<file path="src/rtl/seq_chunk_adder.sv">
// Multi-cycle unsigned adder: in1 + in2 + cin over WIDTH bits, CHUNK bits per clock.
// Define SEQ_ADDER_SATURATE_EN to clamp sum to all ones on carry-out.
module seq_chunk_adder #(
   parameter int unsigned WIDTH = 32,
   parameter int unsigned CHUNK = 8
) (
   input  logic             clk,
   input  logic             rst_n,
   input  logic             in_valid,
   output logic             in_ready,
   input  logic [WIDTH-1:0] in1,
   input  logic [WIDTH-1:0] in2,
   input  logic             cin,
   output logic             out_valid,
   input  logic             out_ready,
   output logic [WIDTH-1:0] sum,
   output logic             cout
);

   localparam int unsigned N    = WIDTH / CHUNK;
   localparam int unsigned IDXW = (N > 1) ? $clog2(N) : 1;

   typedef enum logic [1:0] {IDLE, CALC, DONE} state_t;

   state_t            state_q, state_nxt;
   logic [WIDTH-1:0]  a_q, b_q;
   logic              carry_q;
   logic [IDXW-1:0]   idx_q;
   logic [CHUNK:0]    chunk_sum;
   int unsigned       lo;
   logic              accept, last;
   logic              in_ready_nxt, out_valid_nxt;

   // One chunk of the add; the MSB becomes the next running carry
   always_comb begin
      lo        = 32'(idx_q) * CHUNK;
      chunk_sum = {1'b0, a_q[lo +: CHUNK]} + {1'b0, b_q[lo +: CHUNK]} + (CHUNK+1)'(carry_q);
   end

   assign accept = (state_q == IDLE) && in_valid && in_ready;
   assign last   = (idx_q == IDXW'(N - 1));

   always_ff @(posedge clk) begin
      if (!rst_n) state_q <= IDLE;
      else        state_q <= state_nxt;
   end

   always_comb begin
      state_nxt = state_q;
      case (state_q)
         IDLE:    if (accept)    state_nxt = CALC;
         CALC:    if (last)      state_nxt = DONE;
         DONE:    if (out_ready) state_nxt = IDLE;
         default:                state_nxt = IDLE;
      endcase
   end

   // Handshake flags are registered from the upcoming state
   always_comb begin
      in_ready_nxt  = 1'b0;
      out_valid_nxt = 1'b0;
      if (state_nxt == IDLE) in_ready_nxt  = 1'b1;
      if (state_nxt == DONE) out_valid_nxt = 1'b1;
   end

   always_ff @(posedge clk) begin
      if (!rst_n) begin
         in_ready  <= 1'b0;
         out_valid <= 1'b0;
         sum       <= '0;
         cout      <= 1'b0;
         a_q       <= '0;
         b_q       <= '0;
         carry_q   <= 1'b0;
         idx_q     <= '0;
      end else begin
         in_ready  <= in_ready_nxt;
         out_valid <= out_valid_nxt;
         if (accept) begin
            a_q     <= in1;
            b_q     <= in2;
            carry_q <= cin;
            idx_q   <= '0;
         end
         if (state_q == CALC) begin
            sum[lo +: CHUNK] <= chunk_sum[CHUNK-1:0];
            carry_q          <= chunk_sum[CHUNK];
            idx_q            <= idx_q + IDXW'(1);
            if (last) begin
               cout <= chunk_sum[CHUNK];
`ifdef SEQ_ADDER_SATURATE_EN
               if (chunk_sum[CHUNK]) sum <= '1;
`endif
            end
         end
      end
   end

endmodule

</file>
<file path="config.mk">
export PLATFORM = sky130hd
export DESIGN_NAME = seq_chunk_adder
export DESIGN_NICKNAME = d
export VERILOG_FILES = /design/src/rtl/seq_chunk_adder.sv
export SDC_FILE = /design/constraint.sdc
export NUM_CORES = 1
export LEC_CHECK = 0
export ABC_AREA = 1
export CELL_PAD_IN_SITES_DETAIL_PLACEMENT = 0
export CELL_PAD_IN_SITES_GLOBAL_PLACEMENT = 1
export CORE_AREA = 4 4 147 149
export DETAILED_ROUTE_END_ITERATION = 8
export DIE_AREA = 0 0 151 153
export PLACE_DENSITY = 0.54
export SLEW_MARGIN = 20
export SYNTH_ARGS = -nofsm -noshare
export SYNTH_HDL_FRONTEND = slang
export SYNTH_SLANG_ARGS = --single-unit
</file>
<file path="constraint.sdc">
create_clock -name clk -period 3.01 [get_ports clk]
set_clock_uncertainty 0.15 [all_clocks]
set_input_delay 0.602 -clock clk [delete_from_list [all_inputs] [get_ports clk]]
set_output_delay 0.602 -clock clk [all_outputs]
set_load 0.005 [all_outputs]
</file>
==> results of run 1 <==
==> layout make-up <==
class / count / area (µm²) / area share, %
repair buffers: 118 / 1160 / 18.5
inverters: 32 / 120 / 1.91
multi-input cells: 457 / 2220 / 35.2
flip-flops and latches: 104 / 2080 / 33.1
clock buffers: 11 / 243 / 3.86
clock inverters: 5 / 128 / 2.03
well taps: 270 / 338 / 5.37
==> what timing repair did <==
item,in CTS,in global routing
hold buffers,0,0
endpoints found under the setup margin,0,3
resized for setup,0,1
setup buffers,0,0
==> how the worst max path moves through the flow <==
stage,startpoint,to,cells after the start
2_1_floorplan,idx_q[0],sum[28],14
3_3_place_gp,idx_q[0],sum[14],13
3_5_place_dp,idx_q[0],sum[30],13
4_1_cts,idx_q[0],sum[30],13
5_1_grt,idx_q[0],sum[20],11
6_report,idx_q[0],sum[20],11
==> cells in the final DEF (no fill, tap or decap), types with 2 or more instances in the layout <==
| master | count |
|---|---|
| nor3_1 | 2 |
| nand2_2 | 2 |
| clkbuf_16 | 9 |
| o21ai_1 | 7 |
| o21ai_0 | 89 |
| xnor2_1 | 2 |
| buf_12 | 2 |
| nand4_1 | 9 |
| nor2_4 | 4 |
| ha_1 | 13 |
| a32oi_1 | 3 |
| nor2_1 | 167 |
| buf_4 | 13 |
| bufinv_16 | 4 |
| nand2_1 | 85 |
| dfxtp_1 | 104 |
| nand3_1 | 13 |
| o22ai_1 | 14 |
| inv_1 | 30 |
| a22oi_1 | 3 |
| clkdlybuf4s50_1 | 102 |
| a21oi_1 | 37 |
| fa_1 | 2 |
==> flip-flops by register name, summed over array words and instances (netlist names) <==
signal / cells
b_q: 32
sum: 32
out_valid: 1
idx_q: 2
state_q: 2
carry_q: 1
in_ready: 1
a_q: 32
cout: 1
==> per-stage QoR <==
stage	area (µm²)	utilization, %	instances	power, W
floorplan	4580	-	631	0.00191
global placement	5920	29.3	981	0.00220
detailed placement	5920	29.3	981	0.00220
CTS	6290	31.2	997	0.00365
global route	6290	31.2	997	0.00379
finish	6290	31.2	997	0.00360
==> cells by family after synthesis <==
| logic type | count (synthesis) |
|---|---|
| compound gates | 154 |
| xor+xnor | 3 |
| fa+ha+maj | 15 |
| buf+inv | 70 |
| flops | 104 |
| simple gates | 285 |
==> layer usage <==
layer | part of all wire (%) | vias up | track usage [%]
li1 | - | 2248 | -
met1 | 50 | 1888 | 17.0
met2 | 44 | 108 | 19.3
met3 | 5.2 | 13 | 3.23
met4 | 1.3 | 0 | 2.98
met5 | 0 | - | 0
==> where the power goes <==
group / internal (W) / switching, W
clock: 0.000920 / 0.000516
combinational: 0.000273 / 0.000378
sequential: 0.00146 / 0.0000514
total: 0.00265 / 0.000945
==> tightest hold or removal path, cell delays in order (launching register included) <==
cell and delay, ps:
dfxtp_1 310, nand2_1 60, a21oi_1 50
==> cell usage after synthesis, drive strengths merged <==
cell    instances  area, µm²
a31oi           1       6.26
clkbuf         21       78.8
a22oi           3       22.5
xnor2           2       17.5
nand2          88        340
o22ai          14       87.6
dfxtp         104       2080
clkinv          1       3.75
ha             13        163
o21ai          96        480
nand4          10       68.8
fa              2       40.0
buf            17       83.8
xor2            1       8.76
a32oi           3       26.3
nor4            1       21.3
nor2          171        672
a21oi          37        185
nand3          13       65.1
inv            31        116
nor3            2       10.0
==> qor.txt, run 1 <==
Buffers & Inverters on Critical Path -> 4
Worst setup margin -> 228 ps
Placed wire-length estimate -> 10,800 µm
Cell family with most CP delay -> buffers and inverters
Min-Delay Endpoint -> sum[15]
Leakage -> 2.38 nW
CP endpoint kind -> flip-flop
Slowest cell on the critical path -> fa_1
Post-layout min period -> 2780 ps
All-Layer GR Usage -> 12.3%
Power Density -> 572 mW/mm²
Die width -> 151 µm
DRC viols -> 0
CTS HTree Levels -> 3
Mux contribution to synthesized area -> 0%
Clk sink count -> 104
Synth Area in Adders -> 4.43%
Port buffer count -> 103
Reg-to-Reg End -> sum[20]
Global-route wire length before repair -> 22,700 µm
Die Footprint -> 0.0231 mm²
Antenna cells -> 0
Setup Total Neg Slack -> 0 ps
Fill cells -> 2,180
Syn Area/Cell -> 7.26 µm²
Dpl ws -> 202 ps
Max Slew Vio Count -> 0
CTS buffer count -> 9
Syn Inst Count -> 631
Routed WL per cell -> 14.2 µm
Post-synthesis compound-gate area fraction -> 17.7%
Peak supply drop -> 0.000236 V
R2r setup slk -> 230 ps
Initial Util -> 22.7%
Slew of the pin with the lowest slew margin -> 710 ps
Clock transition at path regs -> 70 ps
Syn nets -> 715
Hold Crit Start -> sum[15]
Gr ovfl total -> 0
Largest net degree at the start of global routing -> 67
Post-synthesis sequential area ratio -> 45.5%
Worst hold path depth -> 2
WP data required -> 3140 ps
Post-Route WL -> 14,200 µm
Hold WS -> 314 ps
IO Count -> 104
Crit path kind -> flip-flop to flip-flop
Synth cell types -> 28
Drt via density -> 4.27
Final net count -> 806
Worst path most repeated cell -> a21oi_1
Simple-gate share of the synthesized area -> 25.7%
Status -> complete, no violations
Yosys warns -> 0
FF-to-FF path depth -> 11
RSZ-0062 raised after global routing -> no
Worst slew margin -> 52.6%
Gpl congestion -> 0.826
DRT iter0 DRCs -> 242
Final Hold Violating Endpoints -> 0
Final Cycle Share -> 92.4%
Area growth, synth to finish -> 37.4%
Maxcap violations -> 0
Largest family of logic cells by synthesized area -> simple AND/OR/NAND/NOR gates
CP cell instances -> buf_4 > buf_4 > a21oi_1 > a32oi_1 > inv_1 > fa_1 > inv_1 > a21oi_1 > xnor2_1 > nand3_1 > a21oi_1
Yosys reg bits -> 104
Clock root buffer -> clkbuf_16
Fmax -> 359 MHz
Initial antenna violation count -> 0
Router iterations before antenna repair -> 5
Worst setup SP type -> flip-flop
Worst min-delay path class -> flip-flop to flip-flop
Share of cells above drive strength 1 -> 5.64%
Arr. time, crit path -> 2910 ps
Core area -> 0.0202 mm²
Die Ht -> 153 µm
Post-route ant nets -> 0
CP max FO -> 21
Worst path max stage delay -> 460 ps
RR Startpoint -> idx_q[0]
Final setup vio count -> 0
Xor/xnor share of the synthesized area -> 0.574%
Worst-Skew Late Latency -> 350 ps
Bufs on Longest Clock Path -> 2
Mapped cell area -> 0.00458 mm²
# rows -> 52
Via count -> 4,257
Vias in the first global route -> 4,304
CTS tree -> done
No activity file was read; power rests on OpenSTA's default activity.
==> run 2, diff against run 1 <==
CORE_AREA = 4 4 168 130   (was 4 4 147 149)
DIE_AREA = 0 0 172 134   (was 0 0 151 153)
clock period = 2.7 ns   (was 3.01 ns; I/O delays follow)
==> run 2 against run 1 <==
  * Global-route usage rose by 0.84 points
  * Sequential power is 11% higher
  * Count of clock-buffer cells in the layout rose by 1
  * Design area up 0.88%
  * Flip-flop and latch count unchanged
  * Power increased by 7.1%
  * Worst setup slack got worse by 27 ps
  * Non-clock buffer count increased by 12
  * Sequential share of layout area decreased by 0.25 points
  * Routed wire length rose by 4.6%
==> qor.txt, run 2 (synthesis results as in run 1) <==
Max Slew Vio Count -> 0 (unchanged)
DRT iter0 DRCs -> 306 (was 242)
Worst min-delay path class -> flip-flop to flip-flop (unchanged)
Finished layout cell area -> 0.00635 mm² (was 0.00629 mm²)
RSZ-0062 raised after global routing -> no (unchanged)
Post-layout min period -> 2500 ps (was 2780 ps)
Core area -> 0.0200 mm² (was 0.0202 mm²)
Most frequent cells in the layout -> 167 x nor2_1, 102 x dfxtp_1, 102 x clkdlybuf4s50_1 (was 167 x nor2_1, 104 x dfxtp_1, 102 x clkdlybuf4s50_1)
Share of cells above drive strength 1 -> 7.98% (was 5.64%)
Power Density -> 607 mW/mm² (was 572 mW/mm²)
Clock root buffer -> clkbuf_16 (unchanged)
Placed wire-length estimate -> 11,400 µm (was 10,800 µm)
Final Cycle Share -> 92.5% (was 92.4%)
Antenna cells -> 0 (unchanged)
Post-Route WL -> 14,800 µm (was 14,200 µm)
Die Ht -> 134 µm (was 153 µm)
Worst setup SP type -> flip-flop (unchanged)
Largest net degree at the start of global routing -> 66 (was 67)
Crit path kind -> flip-flop to flip-flop (unchanged)
Worst slew margin -> 64.7% (was 52.6%)
Routed WL per cell -> 14.9 µm (was 14.2 µm)
Leakage -> 2.43 nW (was 2.38 nW)
Port buffer count -> 103 (unchanged)
Final setup vio count -> 0 (unchanged)
All-Layer GR Usage -> 13.2% (was 12.3%)
Vias in the first global route -> 4,338 (was 4,304)
R2r setup slk -> 200 ps (was 230 ps)
Utilization after layout -> 31.7% (was 31.2%)
Fmax -> 400 MHz (was 359 MHz)
Power Total -> 0.00385 W (was 0.00360 W)
Largest regs -> a_q x32, b_q x32, sum x32 (unchanged)
CTS HTree Levels -> 3 (unchanged)
CP endpoint kind -> flip-flop (unchanged)
Bufs on Longest Clock Path -> 2 (unchanged)
Hold-fix buffers, CTS -> 0 (unchanged)
CTS buffer count -> 9 (unchanged)
Gpl congestion -> 0.813 (was 0.826)
Die Footprint -> 0.0230 mm² (was 0.0231 mm²)
Worst-Skew Late Latency -> 360 ps (was 350 ps)
Die width -> 172 µm (was 151 µm)
Post-DP Area -> 0.00599 mm² (was 0.00592 mm²)
Slew of the pin with the lowest slew margin -> 529 ps (was 710 ps)
Initial antenna violation count -> 0 (unchanged)
Initial Util -> 22.8% (was 22.7%)
CP max FO -> 12 (was 21)
Clk sink count -> 104 (unchanged)
Final net count -> 818 (was 806)
Setup Total Neg Slack -> 0 ps (unchanged)
Commonest non-fill, non-tap cell in the layout -> nor2_1 (unchanged)
Router iterations before antenna repair -> 4 (was 5)
Peak supply drop -> 0.000256 V (was 0.000236 V)
DRC viols -> 0 (unchanged)
IO Count -> 104 (unchanged)
Drt via density -> 4.38 (was 4.27)
Hold WS -> 315 ps (was 314 ps)
# rows -> 45 (was 52)
Global-route wire length before repair -> 23,700 µm (was 22,700 µm)
Via count -> 4,364 (was 4,257)
Final Hold Violating Endpoints -> 0 (unchanged)
Gr ovfl total -> 0 (unchanged)
Arr. time, crit path -> 2640 ps (was 2910 ps)
Clock transition at path regs -> 70 ps (about the same)
CTS tree -> done (unchanged)
WP data required -> 2840 ps (was 3140 ps)
Area growth, synth to finish -> 38.6% (was 37.4%)
Post-route ant nets -> 0 (unchanged)
Maxcap violations -> 0 (unchanged)
Status -> complete, no violations (unchanged)
-- run 2: cell count changes in the layout (fill, tap and decap cells not counted), moves of 2 or more --
| cell | previous run | this run |
|---|---|---|
| buf_4 | 13 | 22 |
| clkbuf_8 | 1 | 3 |
| dfxtp_2 | 0 | 2 |
| bufinv_16 | 4 | 1 |
| buf_6 | 0 | 2 |
| dfxtp_1 | 104 | 102 |
-- run 2: metrics by stage --
step | instances | setup slack [ps]
global placement | 981 | 184
CTS | 997 | 81.4
finish | 997 | 201
floorplan | 631 | 100
detailed placement | 981 | 104
global route | 997 | 4.06
-- run 2: worst paths after layout --
path	from	cells after the start	endpoint
min	sum[2]	2	sum[2]
max	idx_q[1]	12	sum[18]
max reg2reg	idx_q[1]	12	sum[18]
min reg2reg	sum[2]	2	sum[2]
-- run 2: cell type report --
| class | count | area, µm² |
|---|---|---|
| Tap cell | 258 | 323 |
| Inverter | 32 | 120 |
| Clock inverter | 4 | 51.3 |
| Timing Repair Buffer | 130 | 1270 |
| Fill cell | 2167 | 13700 |
| Multi-Input combinational cell | 457 | 2230 |
| Sequential cell | 104 | 2080 |
| Clock buffer | 12 | 267 |
-- run 2: critical path, cell delays in order, from the launching register on --
cell and delay [ps]:
dfxtp_2 340, clkinv_1 60, buf_4 190, o21ai_0 100, o22ai_1 220, fa_2 260, inv_1 50, fa_1 380
buf_4 150, xnor2_2 130, buf_4 150, nand3_1 100, a21oi_1 140
-- run 2: report_power, final --
group	switching (W)	leakage [nW]	internal, W
registers	0.0000605	0.849	0.00162
logic	0.000432	1.42	0.000351
clock network	0.000589	0.155	0.000795
total	0.00108	2.43	0.00277
-- run 2: routing by layer --
| metal | wire length (µm) | vias up | GRT usage [%] |
|---|---|---|---|
| li1 | - | 2274 | - |
| met1 | 8010 | 1982 | 20.1 |
| met2 | 5950 | 97 | 18.5 |
| met3 | 709 | 11 | 3.09 |
| met4 | 138 | 0 | 3.40 |
| met5 | 0 | - | 0 |
-- run 2: timing repair --
action,CTS,global route
setup endpoints to repair,0,21
gates resized for setup,0,11
buffers inserted,0,0
